===== config.mk =====
export PLATFORM = sky130hd
export DESIGN_NAME = mode_sequencer
export DESIGN_NICKNAME = d
export VERILOG_FILES = /design/src/rtl/mode_sequencer_pkg.sv /design/src/rtl/mode_sequencer_hold_timer.sv /design/src/rtl/mode_sequencer.sv
export SDC_FILE = /design/constraint.sdc
export NUM_CORES = 1
export LEC_CHECK = 0
export CORE_ASPECT_RATIO = 1.1
export CORE_MARGIN = 1
export CORE_UTILIZATION = 50
export DETAILED_ROUTE_END_ITERATION = 6
export PLACE_DENSITY = 0.75
export REMOVE_ABC_BUFFERS = 1
export SLEW_MARGIN = 5
export SYNTH_ARGS = -nofsm -noshare
export SYNTH_HDL_FRONTEND = slang
export SYNTH_SLANG_ARGS = --single-unit

===== constraint.sdc =====
create_clock -name clk -period 2.27 [get_ports clk]
set_input_delay 0.454 -clock clk [delete_from_list [all_inputs] [get_ports clk]]
set_output_delay 0.454 -clock clk [all_outputs]
set_load 0.02 [all_outputs]

===== src/rtl/mode_sequencer_pkg.sv =====
// Display-mode codes shared by the mode sequencer and the output multiplexer.
// The flag driven to the multiplexer is the FSM state encoding itself.
package mode_sequencer_pkg;

    localparam logic [2:0] MODE_ACTIVATE  = 3'd0;
    localparam logic [2:0] MODE_COUNTDOWN = 3'd1;
    localparam logic [2:0] MODE_LOA       = 3'd2;
    localparam logic [2:0] MODE_QUAR      = 3'd3;
    localparam logic [2:0] MODE_DONE      = 3'd4;

    typedef enum logic [2:0] {
        ST_ACTIVATE  = MODE_ACTIVATE,
        ST_COUNTDOWN = MODE_COUNTDOWN,
        ST_LOA       = MODE_LOA,
        ST_QUAR      = MODE_QUAR,
        ST_DONE      = MODE_DONE
    } mode_e;

endpackage


===== src/rtl/mode_sequencer_hold_timer.sv =====
// Tick counter with sync clear and terminal-count flag; shared by the LOA and DONE holds.
// Registered count, combinational terminal count; no backpressure.
module mode_sequencer_hold_timer #(
    parameter int CNT_W = 8
) (
    input  logic             clk,
    input  logic             rst,
    input  logic             clr_i,
    input  logic             en_i,
    input  logic [CNT_W-1:0] last_i,
    output logic             tc_o
);

    logic [CNT_W-1:0] hold_q;
    logic [CNT_W-1:0] hold_d;

    always_comb begin
        hold_d = hold_q;
        if (clr_i) begin
            hold_d = '0;
        end else if (en_i) begin
            hold_d = hold_q + CNT_W'(1);
        end
    end

    always_ff @(posedge clk) begin
        if (rst) begin
            hold_q <= '0;
        end else begin
            hold_q <= hold_d;
        end
    end

    assign tc_o = (hold_q == last_i);

endmodule


===== src/rtl/mode_sequencer.sv =====
// Display-mode FSM owning the countdown, failed-attempt and hold counters.
// All outputs registered, 1-cycle latency from qualifying input; no backpressure.
module mode_sequencer
    import mode_sequencer_pkg::*;
#(
    parameter int CNT_W      = 8,
    parameter int COUNT_INIT = 15,
    parameter int MAX_FAILS  = 3,
    parameter int LOA_TICKS  = 5,
    parameter int DONE_TICKS = 5
) (
    input  logic             clk,
    input  logic             rst,
    input  logic             tick,
    input  logic             start,
    input  logic             pass_ok,
    input  logic             pass_fail,
    input  logic             clear,
    output logic [2:0]       flag,
    output logic [CNT_W-1:0] count,
    output logic [2:0]       fails,
    output logic             mode_entry
);

    localparam logic [CNT_W-1:0] COUNT_RELOAD = CNT_W'(COUNT_INIT);
    localparam logic [CNT_W-1:0] LOA_LAST     = CNT_W'(LOA_TICKS - 1);
    localparam logic [CNT_W-1:0] DONE_LAST    = CNT_W'(DONE_TICKS - 1);
    localparam logic [2:0]       FAIL_LIMIT   = 3'(MAX_FAILS);

    mode_e            state_q, state_d;
    logic [CNT_W-1:0] count_q, count_d;
    logic [2:0]       fails_q, fails_d;
    logic             mode_entry_q, mode_entry_d;
    logic             hold_tc;
    logic             holding;

    assign holding = (state_q == ST_LOA) || (state_q == ST_DONE);

    always_comb begin
        state_d = state_q;
        count_d = count_q;
        fails_d = fails_q;
        case (state_q)
            ST_ACTIVATE: begin
                if (start) state_d = ST_COUNTDOWN;
            end
            ST_COUNTDOWN: begin
                if (pass_ok) begin
                    state_d = ST_DONE;
                end else if (pass_fail) begin
                    fails_d = fails_q + 3'd1;
                    if (fails_d == FAIL_LIMIT) state_d = ST_QUAR;
                end else if (tick && (count_q != '0)) begin
                    count_d = count_q - CNT_W'(1);
                    if (count_q == CNT_W'(1)) state_d = ST_LOA;
                end
            end
            ST_LOA, ST_DONE: begin
                if (tick && hold_tc) state_d = ST_ACTIVATE;
            end
            ST_QUAR: begin
                if (clear) state_d = ST_ACTIVATE;
            end
            default: state_d = ST_ACTIVATE;
        endcase
        // Reload on the same edge that enters ACTIVATE so the first visible cycle is clean.
        if (state_d == ST_ACTIVATE) begin
            count_d = COUNT_RELOAD;
            fails_d = '0;
        end
        mode_entry_d = (state_d != state_q);
    end

    always_ff @(posedge clk) begin
        if (rst) begin
            state_q      <= ST_ACTIVATE;
            count_q      <= COUNT_RELOAD;
            fails_q      <= '0;
            mode_entry_q <= 1'b0;
        end else begin
            state_q      <= state_d;
            count_q      <= count_d;
            fails_q      <= fails_d;
            mode_entry_q <= mode_entry_d;
        end
    end

    // Cleared on every mode change, so each LOA/DONE visit starts counting from zero.
    mode_sequencer_hold_timer #(
        .CNT_W (CNT_W)
    ) u_hold_timer (
        .clk    (clk),
        .rst    (rst),
        .clr_i  ((state_d != state_q) || !holding),
        .en_i   (tick),
        .last_i ((state_q == ST_DONE) ? DONE_LAST : LOA_LAST),
        .tc_o   (hold_tc)
    );

    assign flag       = state_q;
    assign count      = count_q;
    assign fails      = fails_q;
    assign mode_entry = mode_entry_q;

endmodule


==> run_results.csv, run 1 <==
group,metric,value,unit
run_status,status,"completed",
floorplan,initial_util,0.535,
sta,fin_crit_sh,0.945,
clock_tree,cts.reportedPaths.clkPinSlew,0.13,ns
sta,finalClockSkew,0.00123,ns
layout,antenna-diode-count,0,
clock_tree,postCtsSetupBuffers,0,
grt,globalRouteTotalUtil,0.235,
grt,grt_max_degree,16,
layout,count_of_fill_cells_added_during_filler_insertion,221,
sta,max_freq,0.466,GHz
clock_tree,cts_hold_buffers,0,
floorplan,core-area,2520,µm²
pwr,power_per_cell_area,411,nW/µm²
pwr,power.leakage,0.636,nW
floorplan,dieArea,2910,µm²
grt,globalRouteOverflowTotal,0,
pwr,vdd.ir_drop.worst,0.345,mV
logic_synthesis,post_synth_instance_area,1350,µm²
clock_tree,max-clock-path-buffers,2,
worst_setup_path,worst_setup_ep_type,"flop",
logic_synthesis,yosysUniqueCellTypes,49,
logic_synthesis,ys_dominant_reg_cell,"sky130_fd_sc_hd__dfxtp_1",
worst_setup_path,worstPathMaxFanout,6,
grt,antenna_found_initial,0,
floorplan,placement_rows,19,
floorplan,die_h,56.5,µm
detailed_routing,drtPass1Iterations,4,
logic_synthesis,synthesis.yosys.warnings,0,
sta,max_slew_margin,0.542,
worst_setup_path,wp_data_required,2.52,ns
logic_synthesis,yosysSeqAreaShare,0.341,
detailed_routing,antenna_left,0,
detailed_routing,routed_wirelength,3080,µm
clock_tree,cts_inserted_buffers,3,
worst_setup_path,critPathArrivalTime,2.39,ns
logic_synthesis,async_reset_ff_frac,0,
clock_tree,clock_tree.htree_level_count,1,
logic_synthesis,syn-instance-count,153,
layout,area_growth_syn_to_layout,27.9,%
sta,final_period_minus_worst_setup_slack,2.14,ns
logic_synthesis,synth_top_area_cell,"sky130_fd_sc_hd__dfxtp_1",
floorplan,io_pins,22,
layout,most-common-layout-cells,"sky130_fd_sc_hd__dfxtp_1, sky130_fd_sc_hd__clkdlybuf4s50_1, sky130_fd_sc_hd__buf_4, sky130_fd_sc_hd__nor2_1, sky130_fd_sc_hd__nand2_1",
placed_design,dp_hpwl,2480,µm
placed_design,placement.io_buffers,21,
layout,leading_cell_type_in_the_layout_fill_and_taps_excluded,"sky130_fd_sc_hd__dfxtp_1",
logic_synthesis,synth_enable_flop_cells,0,
worst_setup_path,timing.critical_path.slowest_stage_cell,"sky130_fd_sc_hd__or4b_1",
clock_tree,clock_tree_from_tritoncts,"yes",
sta,worstMarginPinSlew,0.681,ns
grt,grt_pass1_vias,1220,
sta,timing.final.hold_violations,0,
logic_synthesis,syn_avg_cell_area,8.82,µm²
layout,multi_input_comb_area,825,µm²
sta,fin_worst_hold_slack,0.549,ns
sta,finalMaxSlewViolations,0,
logic_synthesis,synth_area_leaders,"sky130_fd_sc_hd__dfxtp_1, sky130_fd_sc_hd__ha_1, sky130_fd_sc_hd__xnor2_1",
detailed_routing,via_per_inst,5.86,
sta,setup_repair_after_global_routing_missed_its_margin,"no",
clock_tree,clkLatencyLatePin,0.31,ns
detailed_routing,detailroute.via_count,1296,
placed_design,gp_congestion,0.804,
logic_synthesis,synth_top_area_share,0.341,
clock_tree,clock_sink_count,23,
detailed_routing,routedWlPerCell,13.9,µm
layout,fin_util,0.685,
layout,finish.net_count,205,
detailed_routing,drt_drc_violations_left,0,
worst_setup_path,timing_worst_setup_path_type,"input pin to flop",
clock_tree,ctsRootBufferMaster,"sky130_fd_sc_hd__clkbuf_4",
worst_setup_path,crit_path_cell_trace,"clkdlybuf4s50_1 -> or4b_1 -> a211o_1 -> or4_1 -> a22oi_2",
logic_synthesis,ys_ff_latch,23,
layout,ff_latch_area,460,µm²
floorplan,die_width,51.5,µm
layout,layout_cell_share_with_drive_strength_beyond_1,0.142,
grt,grt_pass1_wl,5250,µm
worst_setup_path,critical_path_source_type,"input pin",
worst_hold_path,hold_path.class,"flop to flop",
worst_setup_path,max_stage_delay,0.59,ns
detailed_routing,first_iter_violations,32,
clock_tree,gates_resized_cts_repair,0,
sta,setup-violations-final,0,
flow_run,timing.max_cap.violations,0,
-- flip-flops by register name, indices dropped and copies added (netlist names) --
signal,flops
count,8
u_hold_timer.hold_q,8
flag,3
mode_entry,1
fails,3
-- Yosys cell counts, types with 2 or more instances --
library cell               number
sky130_fd_sc_hd__xor2_1         6
sky130_fd_sc_hd__a211o_1        3
sky130_fd_sc_hd__nor2_1        10
sky130_fd_sc_hd__a211oi_1       2
sky130_fd_sc_hd__mux2i_1        3
sky130_fd_sc_hd__nor4_1         3
sky130_fd_sc_hd__xnor2_1        7
sky130_fd_sc_hd__ha_1           7
sky130_fd_sc_hd__buf_2          3
sky130_fd_sc_hd__or4_1          5
sky130_fd_sc_hd__nor3b_1        2
sky130_fd_sc_hd__dfxtp_1       23
sky130_fd_sc_hd__o211ai_1       2
sky130_fd_sc_hd__nand2_1        9
sky130_fd_sc_hd__o31ai_1        2
sky130_fd_sc_hd__nand3b_1       2
sky130_fd_sc_hd__nor3_1         8
sky130_fd_sc_hd__a21oi_1        8
sky130_fd_sc_hd__a22oi_1        2
sky130_fd_sc_hd__o21ai_0        6
sky130_fd_sc_hd__nand4_1        2
sky130_fd_sc_hd__or3_1          3
sky130_fd_sc_hd__inv_1          8
sky130_fd_sc_hd__clkbuf_1       2
-- routing by layer --
metal  wire [µm]  global-route usage  vias up
met4          56               0.100        0
met1        1280               0.272      607
met3          87              0.0244        8
met2        1650               0.425       38
met5           0                   0        -
li1            -                   -      643
-- path summary, 6_finish.rpt --
| path | cells after the start | start | slack, ns | end |
|---|---|---|---|---|
| min | 2 | count[4] | 0.55 | count[4] |
| max | 5 | pass_ok | 0.13 | count[4] |
| max reg2reg | 6 | count[0] | 0.21 | mode_entry |
| min reg2reg | 2 | count[4] | 0.55 | count[4] |
-- power breakdown --
part	internal, mW	switching [mW]
combinational	0.0517	0.0532
clock	0.0686	0.124
sequential	0.409	0.00269
total	0.529	0.180
-- cell type report --
cell class | instances | area share
Sequential cell | 23 | 0.267
Inverter | 8 | 0.0174
Timing Repair Buffer | 39 | 0.200
Clock buffer | 4 | 0.0152
Multi-Input combinational cell | 116 | 0.478
Tap cell | 31 | 0.0225
-- metrics by stage --
stage / setup WS, ns / instances / power [mW] / TNS, ns / area [µm²]
final: 0.125 / 221 / 0.709 / 0 / 1730
after global routing: 0.0663 / 221 / 0.739 / 0 / 1730
after CTS: 0.121 / 221 / 0.714 / 0 / 1730
after detailed placement: -0.201 / 217 / 0.525 / -1.43 / 1700
after global placement: -0.234 / 217 / 0.521 / -1.04 / 1700
after floorplan: 0.144 / 147 / 0.468 / 0 / 1320
-- cells by family after synthesis --
family,after synthesis,synth area share
simple gates,57,0.247
compound gates,36,0.193
flops,23,0.341
buf+inv,14,0.0473
xor+xnor,13,0.0844
fa+ha+maj,7,0.0649
mux,3,0.0223
-- worst max-delay path: cells and delay by family --
kind	cells	cell delay, ns
AND/OR/NAND/NOR	2	1.01
AO/OA/AOI/OAI	2	0.49
buffers and inverters	1	0.43
Power figures use the tool's default switching activity.
==> run 2, diff against run 1 <==
- CORE_MARGIN: 1 -> default
==> results of run 2 <==
No change in the layout: final DEF, timing and power equal those of run 1.
